--- src/rtl/program_counter.sv ---
// Program counter: load/increment/hold with stall priority, updating on the falling edge of clock.
// Latency: one falling edge from load/inc to out; prev_out, wrap and misalign are registered alongside.
// Backpressure: stall freezes all state. Optional odd-target rejection under `PC_ALIGN_CHECK_EN.
module program_counter #(
  parameter int                 WIDTH        = 16,
  parameter logic [WIDTH-1:0]   RESET_VECTOR = '0,
  parameter int                 STEP         = 2
) (
  input  logic             clock,
  input  logic             reset,
  input  logic [WIDTH-1:0] in,
  input  logic             load,
  input  logic             inc,
  input  logic             stall,
  output logic [WIDTH-1:0] out,
  output logic [WIDTH-1:0] prev_out,
  output logic             wrap,
  output logic             misalign
);

  localparam logic [WIDTH:0] STEP_EXT = (WIDTH+1)'(STEP);

  logic [WIDTH-1:0] pc_q, prev_q;
  logic [WIDTH-1:0] pc_d, prev_d;
  logic             wrap_q, wrap_d;
  logic             mis_d;
  logic [WIDTH:0]   sum;

  // Extra carry bit captures overflow past 2^WIDTH-1 for the wrap pulse.
  assign sum = {1'b0, pc_q} + STEP_EXT;

  always_comb begin
    pc_d   = pc_q;
    prev_d = prev_q;
    wrap_d = 1'b0;
    mis_d  = 1'b0;
    if (!stall) begin
      if (load) begin
`ifdef PC_ALIGN_CHECK_EN
        if (in[0]) begin
          mis_d = 1'b1;
        end else begin
          pc_d   = in;
          prev_d = pc_q;
        end
`else
        pc_d   = in;
        prev_d = pc_q;
`endif
      end else if (inc) begin
        pc_d   = sum[WIDTH-1:0];
        prev_d = pc_q;
        wrap_d = sum[WIDTH];
      end
    end
  end

  always_ff @(negedge clock or negedge reset) begin
    if (!reset) begin
      pc_q   <= RESET_VECTOR;
      prev_q <= RESET_VECTOR;
      wrap_q <= 1'b0;
    end else begin
      pc_q   <= pc_d;
      prev_q <= prev_d;
      wrap_q <= wrap_d;
    end
  end

`ifdef PC_ALIGN_CHECK_EN
  logic mis_q;

  always_ff @(negedge clock or negedge reset) begin
    if (!reset) begin
      mis_q <= 1'b0;
    end else begin
      mis_q <= mis_d;
    end
  end

  assign misalign = mis_q;
`else
  // Without the alignment check nothing can raise misalign.
  logic unused_mis;
  assign unused_mis = mis_d;
  assign misalign   = 1'b0;
`endif

  assign out      = pc_q;
  assign prev_out = prev_q;
  assign wrap     = wrap_q;

endmodule

--- config.mk ---
export PLATFORM = sky130hd
export DESIGN_NAME = program_counter
export DESIGN_NICKNAME = d
export VERILOG_FILES = /design/src/rtl/program_counter.sv
export SDC_FILE = /design/constraint.sdc
export NUM_CORES = 1
export LEC_CHECK = 0
export ABC_AREA = 1
export BUFFER_PORTS_ARGS = -buffer_cell sky130_fd_sc_hd__clkbuf_2
export CAP_MARGIN = 15
export CORE_UTILIZATION = 51
export CTS_CLUSTER_SIZE = 16
export DETAILED_ROUTE_END_ITERATION = 8
export GPL_ROUTABILITY_DRIVEN = 0
export PLACE_DENSITY = 0.8
export SYNTH_ARGS = -nofsm -noshare
export SYNTH_HDL_FRONTEND = slang
export SYNTH_SLANG_ARGS = --single-unit
--- constraint.sdc ---
create_clock -name clock -period 1.5 [get_ports clock]
set_input_delay 0.3 -clock clock [delete_from_list [all_inputs] [get_ports clock]]
set_output_delay 0.3 -clock clock [all_outputs]
set_load 0.05 [all_outputs]
==> results of run 1 <==
==> synthesized netlist by cell type, drive strengths merged <==
cell type and number:
buf 8, o211ai 2, nand2 78, a21oi 7, inv 25, a31oi 1
clkbuf 1, xor2 1, or2 2, nor4 1, dfrtn 33, o22ai 1
o21ai 19, a21boi 1, nor2 27, a211oi 2, nand3 19, conb 1
ha 1, nand4 5
==> through the flow <==
| stage | utilization (%) | hold slack (ns) |
|---|---|---|
| detailed placement | 81.6 | 0.437 |
| global placement | 81.6 | 0.430 |
| floorplan | - | 0.646 |
==> logic make-up after synthesis <==
| group | after synthesis | synth area share [%] |
|---|---|---|
| other | 1 | 0.207 |
| adder cells (fa/ha/maj) | 1 | 0.691 |
| buffers and inverters | 34 | 8.36 |
| XOR/XNOR | 1 | 0.484 |
| flip-flops | 33 | 45.6 |
| AO/OA/AOI/OAI | 33 | 10.7 |
| AND/OR/NAND/NOR | 132 | 33.9 |
==> impl_metrics.toml, run 1 <==
[logic_synthesis]
ys_ff_latch = 33
syn-num-nets = 257
syn-cell-area_sq_um = 1810
syn_inst = 235
ys_warn_count = 0
netlist.area_leader.share_pct = 45.6
yosysSeqAreaShare_pct = 45.6
synth.top_cells.by_area = "dfrtn_1 46%, nand2_1 16%, inv_1 5.0%"
yosysTopAreaCell = "dfrtn_1"
yosysUniqueCellTypes = 30
syn_avg_cell_area_sq_um = 7.70

[outcome]
error_line = "[ERROR DPL-0038] Utilization greater than 100%, impossible to legalize"
status = "stopped before the end"
stop_stage = "4_1_cts"

[die]
rows = 21
dieHeight_um = 61.6
initial_core_util_pct = 53.8
ios = 55
die_w_um = 61.6

[cts]
cts_buffer_depth = 2
cts-hold-fix-buffers = 0
cts_made_buffers = 5
cts.sink_count = 33
root_buffer = "clkbuf_4"
post_cts_buffers = 11
post_cts_resized = 94
htreeDepth = 2

[placed_design]
port_buffers = 53
dp.cells = 360
place_hpwl_um = 3950
dp_slack_ns = -0.587
dpl_cell_area_sq_um = 2740
==> run 2: changes to the inputs <==
CORE_UTILIZATION = 40   (was 51)
CTS_CLUSTER_SIZE = unset   (was 16)
PLACE_DENSITY = unset   (was 0.8)
PLACE_DENSITY_LB_ADDON = 0.15   (was unset)
==> run 2 against run 1 <==
The flow now finishes, with violations (negative setup slack). Synthesized cell count stayed put. Area after synthesis stayed put.
==> impl_metrics.toml, run 2 <==
[logic_synthesis]
syn_avg_cell_area_sq_um = 7.70
synthTopCellsByCount = "76 x nand2_1, 33 x dfrtn_1, 24 x inv_1"
ys_ff_latch = 33
ys.flop_type = "dfrtn_1"
yosysTopAreaCell = "dfrtn_1"
yosysSeqAreaShare_pct = 45.6
netlist.area_leader.share_pct = 45.6
syn-cell-area_sq_um = 1810
synth.top_cells.by_area = "dfrtn_1 46%, nand2_1 16%, inv_1 5.0%"
syn-num-nets = 257
synthArstFlopShare_pct = 100
ys_warn_count = 0
yosysUniqueCellTypes = 30
synth_edf_count = 0
syn_inst = 235
yosysMostFrequentCell = "nand2_1"

[layout]
mostFrequentLayoutCells = "48 x nand2_1, 33 x dfrtn_1, 30 x buf_4, 30 x buf_12, 19 x inv_1"
drive_above_1_share_pct = 57.8
layout.nets = 362
antennaDiodeCount = 0
n_fill_cell = 246
layout_commonest_cell = "nand2_1"
syn_to_final_growth_pct = 97.9

[power]
clkPwrFrac_pct = 15.5
internal_power_mw = 2.50
switching_share_pct = 42.1
cellLeakagePower_nw = 1.75
switchingPower_mw = 1.82
power_density_nw_per_um2 = 1200
comb_power_share_pct = 55.5
pwr-share-seq_pct = 29.0
power.total_mw = 4.31
ir_worst_vdd_mv = 0.614

[setup_path]
r2r-start = "out[2]$_DFFE_NN0N_"
crit_family = "flip-flops"
start_kind = "flip-flop"
cp-endpoint = "prev_out[11]"
end_kind = "primary output"
worstPathCellList = "buf_12"
path_max_fanout = 2
crit_buf_inv = 1
critPathSlowestCell = "dfrtn_1"
critPathKind = "reg2out"
cp_slowest_stage_delay_ns = 0.49
critPathRequiredTime_ns = 1.20
r2r_slack_ns = -0.20
r2r-end = "out[9]$_DFFE_NN0N_"
worstPathArrival_ns = 1.70
r2r_cells = 9
crit_start = "prev_out[11]$_DFFE_NN0N_"
cp.depth = 1

[outcome]
violations = "negative setup slack"
status = "complete, but fails checks"

[die]
die_area_sq_um = 4800
ios = 55
initial_core_util_pct = 41.6
dieHeight_um = 69.3
rows = 24
core_area_sq_um = 4350
die_w_um = 69.3

[cts]
cts.sink_count = 33
cts_made_buffers = 5
htreeDepth = 2
worst_skew_pair.late_latency_ns = 0.30
cts_tree = "built"
path_clk_slew_ns = 0.05
cts_buffer_depth = 2
cts-hold-fix-buffers = 0
root_buffer = "clkbuf_8"

[sta]
rsz0062_at_grt = "true"
slew_violations = 0
hold_viol = 0
fin_skew_ns = 0.00459
setup_ws_ns = -0.500
setup_viol = 66

[placed_design]
port_buffers = 53
place_hpwl_um = 3450
dp_slack_ns = -0.534

[job]
maxCapViolCount = 0

[routing]
drtPass1Iterations = 4
viasPerCell = 5.38
ant_nets = 0
wirelength_um = 6310
drc_errors = 0
num_vias = 2114
wl_per_cell_um = 16.1
drt_iter0_drc = 134

[grt]
first_global_vias = 1982
use_met1_pct = 34.1
grt.total_usage_pct = 25.5
antenna_found_initial = 0
use_met2_pct = 41.4
grt_max_degree = 34
use_met3_pct = 5.52
grt_busiest_layer = "met2"
grt_pass1_wl_um = 9610
grt_overflow = 0

[min_path]
hold_class = "reg2reg"
run 2: cell counts after synthesis:
Identical to the previous run, type by type.
run 2: worst min path at each step:
stage	from	endpoint	slack (ns)	depth (start not counted)
floorplan	reset	out[0]$_DFFE_NN0P_	0.65	0
CTS	prev_out[5]$_DFFE_NN0N_	prev_out[5]$_DFFE_NN0N_	0.49	2
detailed placement	prev_out[5]$_DFFE_NN0N_	prev_out[5]$_DFFE_NN0N_	0.49	2
global placement	prev_out[2]$_DFFE_NN0N_	prev_out[2]$_DFFE_NN0N_	0.49	2
finish	prev_out[0]$_DFFE_NN0N_	prev_out[0]$_DFFE_NN0N_	0.49	2
global route	prev_out[0]$_DFFE_NN0N_	prev_out[0]$_DFFE_NN0N_	0.52	2
run 2: final cells by class:
cell class / instances / area, sq um / area share (%)
Sequential cell: 33 / 826 / 23.0
Clock inverter: 2 / 10.0 / 0.279
Tap cell: 52 / 65.1 / 1.82
Inverter: 25 / 136 / 3.81
Multi-Input combinational cell: 169 / 1120 / 31.4
Timing Repair Buffer: 106 / 1350 / 37.7
Clock buffer: 6 / 72.6 / 2.03
run 2: timing repair:
| item | 4_1_cts | 5_1_grt |
|---|---|---|
| setup buffers | 11 | 9 |
| pin swaps | 15 | 21 |
| gates cloned | 5 | 0 |
| resized for setup | 78 | 57 |
| endpoints found under the setup margin | 66 | 66 |
run 2: power by group through the flow:
stage / logic (mW) / clock network, mW / registers (mW)
after floorplan: 0.416 / 0 / 1.78
after global placement: 1.88 / 0 / 1.24
after detailed placement: 1.89 / 0 / 1.24
after CTS: 2.18 / 0.665 / 1.24
after global routing: 2.50 / 0.718 / 1.27
final: 2.39 / 0.668 / 1.25
run 2: metal layers:
layer / wire [um] / up-vias / share of wire, %
met5: 0 / - / 0
met4: 138 / 0 / 2.2
met3: 407 / 15 / 6.5
met2: 3190 / 105 / 51
met1: 2580 / 1028 / 41
li1: - / 966 / -
run 2: logic make-up (layout without fill, tap and decap cells):
family,Yosys count,count (layout),synth area share [%]
buf+inv,34,139,8.36
fa+ha+maj,1,1,0.691
xor+xnor,1,1,0.484
flops,33,33,45.6
simple gates,132,133,33.9
compound gates,33,33,10.7
other cells,1,1,0.207
run 2: per-stage QoR:
step / hold slack [ns] / instances / util [%] / setup TNS [ns] / cell area (sq um)
2_1_floorplan: 0.646 / 235 / - / -15.47 / 1870
3_3_place_gp: 0.492 / 365 / 64.1 / -20.37 / 2790
3_5_place_dp: 0.490 / 365 / 64.1 / -21.27 / 2790
4_1_cts: 0.487 / 389 / 77.7 / -22.02 / 3380
5_1_grt: 0.518 / 393 / 82.3 / -23.51 / 3580
6_report: 0.495 / 393 / 82.3 / -21.45 / 3580
(Power assumes the default switching activity.)
==> run 3: changes to the inputs <==
GPL_TIMING_DRIVEN = 0   (was unset)
==> run 3 against run 2 <==
Die area stayed put. Total power up 1.6%. Non-clock buffer count rose by 13. Flip-flop and latch count did not move. Highest routed layer unchanged. Clock skew is essentially flat. The flow still finishes with violations (negative setup slack). Critical path type unchanged. Wire length increased by 13%. Sequential share of layout area shrank 0.072 points.
==> impl_metrics.toml, run 3 (synthesized netlist as in run 2, its figures left out) <==
[layout]
mostFrequentLayoutCells = "45 x nand2_1, 40 x buf_8, 39 x buf_4"
layout.nets = 374
n_fill_cell = 230
final_area_sq_um = 3590
utilization_pct = 82.6
syn_to_final_growth_pct = 98.5
layout_commonest_cell = "nand2_1"
final_cells = 405
antennaDiodeCount = 0
drive_above_1_share_pct = 60.9

[die]
core_area_sq_um = 4350
dieHeight_um = 69.3
die_w_um = 69.3
rows = 24
die_area_sq_um = 4800
initial_core_util_pct = 41.6
ios = 55

[cts]
worst_skew_pair.late_latency_ns = 0.30
path_clk_slew_ns = 0.05
cts_made_buffers = 5
cts-hold-fix-buffers = 0
cts_buffer_depth = 2
cts_tree = "built"
htreeDepth = 2
cts.sink_count = 33
root_buffer = "clkbuf_8"

[grt]
grt_overflow = 0
first_global_vias = 1950
grt.total_usage_pct = 26.7
grt_max_degree = 34
antenna_found_initial = 0
grt_pass1_wl_um = 9960

[power]
clkPwrFrac_pct = 17.5
pwr-share-seq_pct = 28.2
cellLeakagePower_nw = 1.77
internal_power_mw = 2.52
power_density_nw_per_um2 = 1220
switching_share_pct = 42.6
comb_power_share_pct = 54.3
switchingPower_mw = 1.87
ir_worst_vdd_mv = 0.732

[sta]
slew-limit-headroom_pct = 42.4
setup_ws_ns = -0.518
slew_violations = 0
setup_viol = 65
hold_viol = 0
rsz0062_at_grt = "true"
fin_skew_ns = 0.00487
worst_slew_pin_slew_ns = 0.863

[outcome]
violations = "negative setup slack"
status = "complete, but fails checks"

[routing]
num_vias = 2173
wirelength_um = 7120
drtPass1Iterations = 4
drc_errors = 0
drt_iter0_drc = 188
viasPerCell = 5.37
wl_per_cell_um = 17.6
ant_nets = 0

[placed_design]
place_hpwl_um = 3360
dp.cells = 340
dp_slack_ns = -0.606
port_buffers = 53
dpl_cell_area_sq_um = 2200

[setup_path]
critPathRequiredTime_ns = 1.20
start_kind = "flip-flop"
critPathSlowestCell = "dfrtn_1"
worstPathCellList = "buf_8"
crit_buf_inv = 1
crit_family = "flip-flops"
worstPathArrival_ns = 1.72
path_max_fanout = 2
critPathKind = "reg2out"
end_kind = "primary output"
cp_slowest_stage_delay_ns = 0.49

[job]
maxCapViolCount = 0

[min_path]
hold_class = "reg2reg"
run 3: area by class of cell:
type / instances / area [sq um] / area share, %
flip-flops and latches: 33 / 826 / 23.0
well taps: 52 / 65.1 / 1.81
clock buffers: 7 / 96.3 / 2.68
repair buffers: 111 / 1210 / 33.8
plain buffers: 8 / 111 / 3.10
inverters: 25 / 139 / 3.86
clock inverters: 1 / 5.00 / 0.139
multi-input cells: 168 / 1140 / 31.7
run 3: power groups by stage:
stage | logic (mW) | clock network [mW] | registers (mW)
floorplan | 0.416 | 0 | 1.78
global placement | 1.28 | 0 | 1.24
detailed placement | 1.29 | 0 | 1.24
CTS | 1.96 | 0.764 | 1.18
global route | 2.48 | 0.815 | 1.25
finish | 2.38 | 0.769 | 1.23
run 3: timing repair:
item / CTS / global route
buffers inserted: 35 / 20
pin swaps: 25 / 26
gates resized for setup: 136 / 95
endpoints found under the setup margin: 66 / 66
cloned: 5 / 0
run 3: stage by stage:
step	TNS (ns)	hold slack [ns]	power, mW
4_1_cts	-21.02	0.446	3.90
5_1_grt	-23.35	0.508	4.55
2_1_floorplan	-15.47	0.646	2.19
6_report	-21.65	0.473	4.38
3_3_place_gp	-31.36	0.423	2.52
3_5_place_dp	-32.24	0.426	2.53
run 3: path summary, 6_finish.rpt:
path                       cells past startpoint                       to  slack [ns]                    start
min in group asynchronous                      1      out[11]$_DFFE_NN0N_        0.74                    reset
hold reg to reg                                2  prev_out[5]$_DFFE_NN0N_        0.47  prev_out[5]$_DFFE_NN0N_
max in group asynchronous                      1      out[15]$_DFFE_NN0N_        0.19                    reset
setup / recovery                               1                   out[5]       -0.52       out[5]$_DFFE_NN0N_
setup reg to reg                              10       out[9]$_DFFE_NN0N_       -0.28       out[2]$_DFFE_NN0N_
hold / removal                                 2  prev_out[5]$_DFFE_NN0N_        0.47  prev_out[5]$_DFFE_NN0N_
run 3: metal layers:
metal	vias up	track usage (%)	part of all wire, %
li1	985	-	-
met1	1044	36.4	39
met2	123	42.5	52
met3	21	4.22	6.5
met4	0	10.7	3.0
met5	-	0	0
run 3: worst min-delay path, delay by kind of cell, from the launching register on:
family / cells / cell delay [ns]
AND/OR/NAND/NOR: 2 / 0.12
flip-flops: 1 / 0.44
==> run 4: changes to the inputs <==
CORE_AREA = 2 2 63 65   (was unset)
CORE_UTILIZATION = unset   (was 40)
DIE_AREA = 0 0 65 67   (was unset)
==> run 4 against run 3 <==
The flow still finishes with violations (negative setup slack). Cell area fell by 4.9%. Die area fell by 9.3%. Wire length rose by 55%. Core utilization rose by 12 points. Cell count fell by 2.2%. Hold slack improved by 0.029 ns. Clock-buffer cell count fell by 1. Worst setup slack got worse by 0.033 ns. Sequential power barely moved. Critical path depth did not move. First-iteration DRC count rose by 130%. Highest routed layer unchanged.
==> impl_metrics.toml, run 4 (synthesized netlist as in run 2, its figures left out) <==
[outcome]
status = "complete, but fails checks"
violations = "negative setup slack"

[die]
rows = 22
core_area_sq_um = 3610
ios = 55
die_w_um = 65
die_area_sq_um = 4360
initial_core_util_pct = 50.2
dieHeight_um = 67

[cts]
cts.sink_count = 33
cts_tree = "built"
cts-hold-fix-buffers = 0
cts_made_buffers = 5
root_buffer = "clkbuf_8"
worst_skew_pair.late_latency_ns = 0.31
path_clk_slew_ns = 0.05
cts_buffer_depth = 2
htreeDepth = 2

[sta]
setup_viol = 66
tns_ns = -23.91
worst_slew_pin_slew_ns = 0.908
slew_violations = 0
rsz0062_at_grt = "true"
setup_ws_ns = -0.551
fin_skew_ns = 0.0135
slew-limit-headroom_pct = 39.5
hold_viol = 0

[routing]
wl_per_cell_um = 27.8
ant_nets = 0
drt_iter0_drc = 437
drc_errors = 0
viasPerCell = 6.68
num_vias = 2644
drtPass1Iterations = 8
wirelength_um = 11000

[layout]
final_cells = 396
syn_to_final_growth_pct = 88.8
utilization_pct = 94.8
drive_above_1_share_pct = 58.0
mostFrequentLayoutCells = "48 x nand2_1, 37 x buf_8, 36 x buf_4"
layout.nets = 369
layout_commonest_cell = "nand2_1"
antennaDiodeCount = 0

[setup_path]
start_kind = "flip-flop"
crit_family = "flip-flops"
worstPathArrival_ns = 1.75
critPathRequiredTime_ns = 1.20
critPathKind = "reg2out"
end_kind = "primary output"
critPathSlowestCell = "dfrtn_1"
path_max_fanout = 2
cp_slowest_stage_delay_ns = 0.52
crit_buf_inv = 1
worstPathCellList = "buf_8"

[placed_design]
dp.cells = 336
port_buffers = 53
place_hpwl_um = 3370
dp_slack_ns = -0.633

[power]
power.total_mw = 4.46
ir_worst_vdd_mv = 0.795
power_density_nw_per_um2 = 1300
cellLeakagePower_nw = 1.69

[grt]
grt_busiest_layer = "met2"
antenna_found_initial = 0
use_met3_pct = 9.12
grt_overflow = 0
first_global_vias = 2158
use_met2_pct = 59.1
grt_pass1_wl_um = 11000
grt_max_degree = 34
use_met1_pct = 41.3
grt.total_usage_pct = 34.5

[job]
maxCapViolCount = 0

[min_path]
hold_class = "reg2reg"
[run 4: cell types whose count changed in the layout (fill, tap and decap cells not counted), sizes merged]
cell / previous run / this run
buf: 99 / 94
clkbuf: 27 / 26
inv: 24 / 25
[run 4: final cells by class]
class                           instances  area [sq um]
Timing Repair Buffer                  108          1150
Clock inverter                          2          10.0
Buffer                                  6          78.8
Inverter                               25           131
Fill cell                             103           188
Clock buffer                            6          72.6
Sequential cell                        33           826
Tap cell                               48          60.1
Multi-Input combinational cell        168          1090
[run 4: metrics by stage]
stage / hold slack, ns / instance area, sq um
after floorplan: 0.646 / 1870
after global placement: 0.424 / 2200
after detailed placement: 0.424 / 2200
after CTS: 0.452 / 3110
after global routing: 0.518 / 3420
final: 0.502 / 3420
[run 4: routing by layer]
metal	vias to the layer above	share of wire [%]
met5	-	0
met3	139	13
met4	0	11
li1	969	-
met1	1188	32
met2	348	44
[run 4: repair_timing]
item,in CTS,in global routing
setup buffers,34,22
gates cloned,4,2
gates resized for setup,129,86
endpoints found under the setup margin,66,66
pin swaps,21,20
[run 4: power breakdown]
part           internal [mW]  switching [mW]  total [mW]
clock                  0.323           0.389       0.712
sequential              1.06           0.198        1.26
combinational          0.981            1.50        2.48
total                   2.37            2.09        4.46
[run 4: final timing paths]
path,from,slack (ns),endpoint,cells past startpoint
setup / recovery,out[6]$_DFFE_NN0N_,-0.55,out[6],1
hold / removal,prev_out[9]$_DFFE_NN0N_,0.50,prev_out[9]$_DFFE_NN0N_,2
setup reg to reg,out[11]$_DFFE_NN0N_,-0.51,out[14]$_DFFE_NN0N_,9
hold reg to reg,prev_out[9]$_DFFE_NN0N_,0.50,prev_out[9]$_DFFE_NN0N_,2
max in group asynchronous,reset,0.14,out[10]$_DFFE_NN0N_,1
min in group asynchronous,reset,0.75,out[12]$_DFFE_NN0N_,1
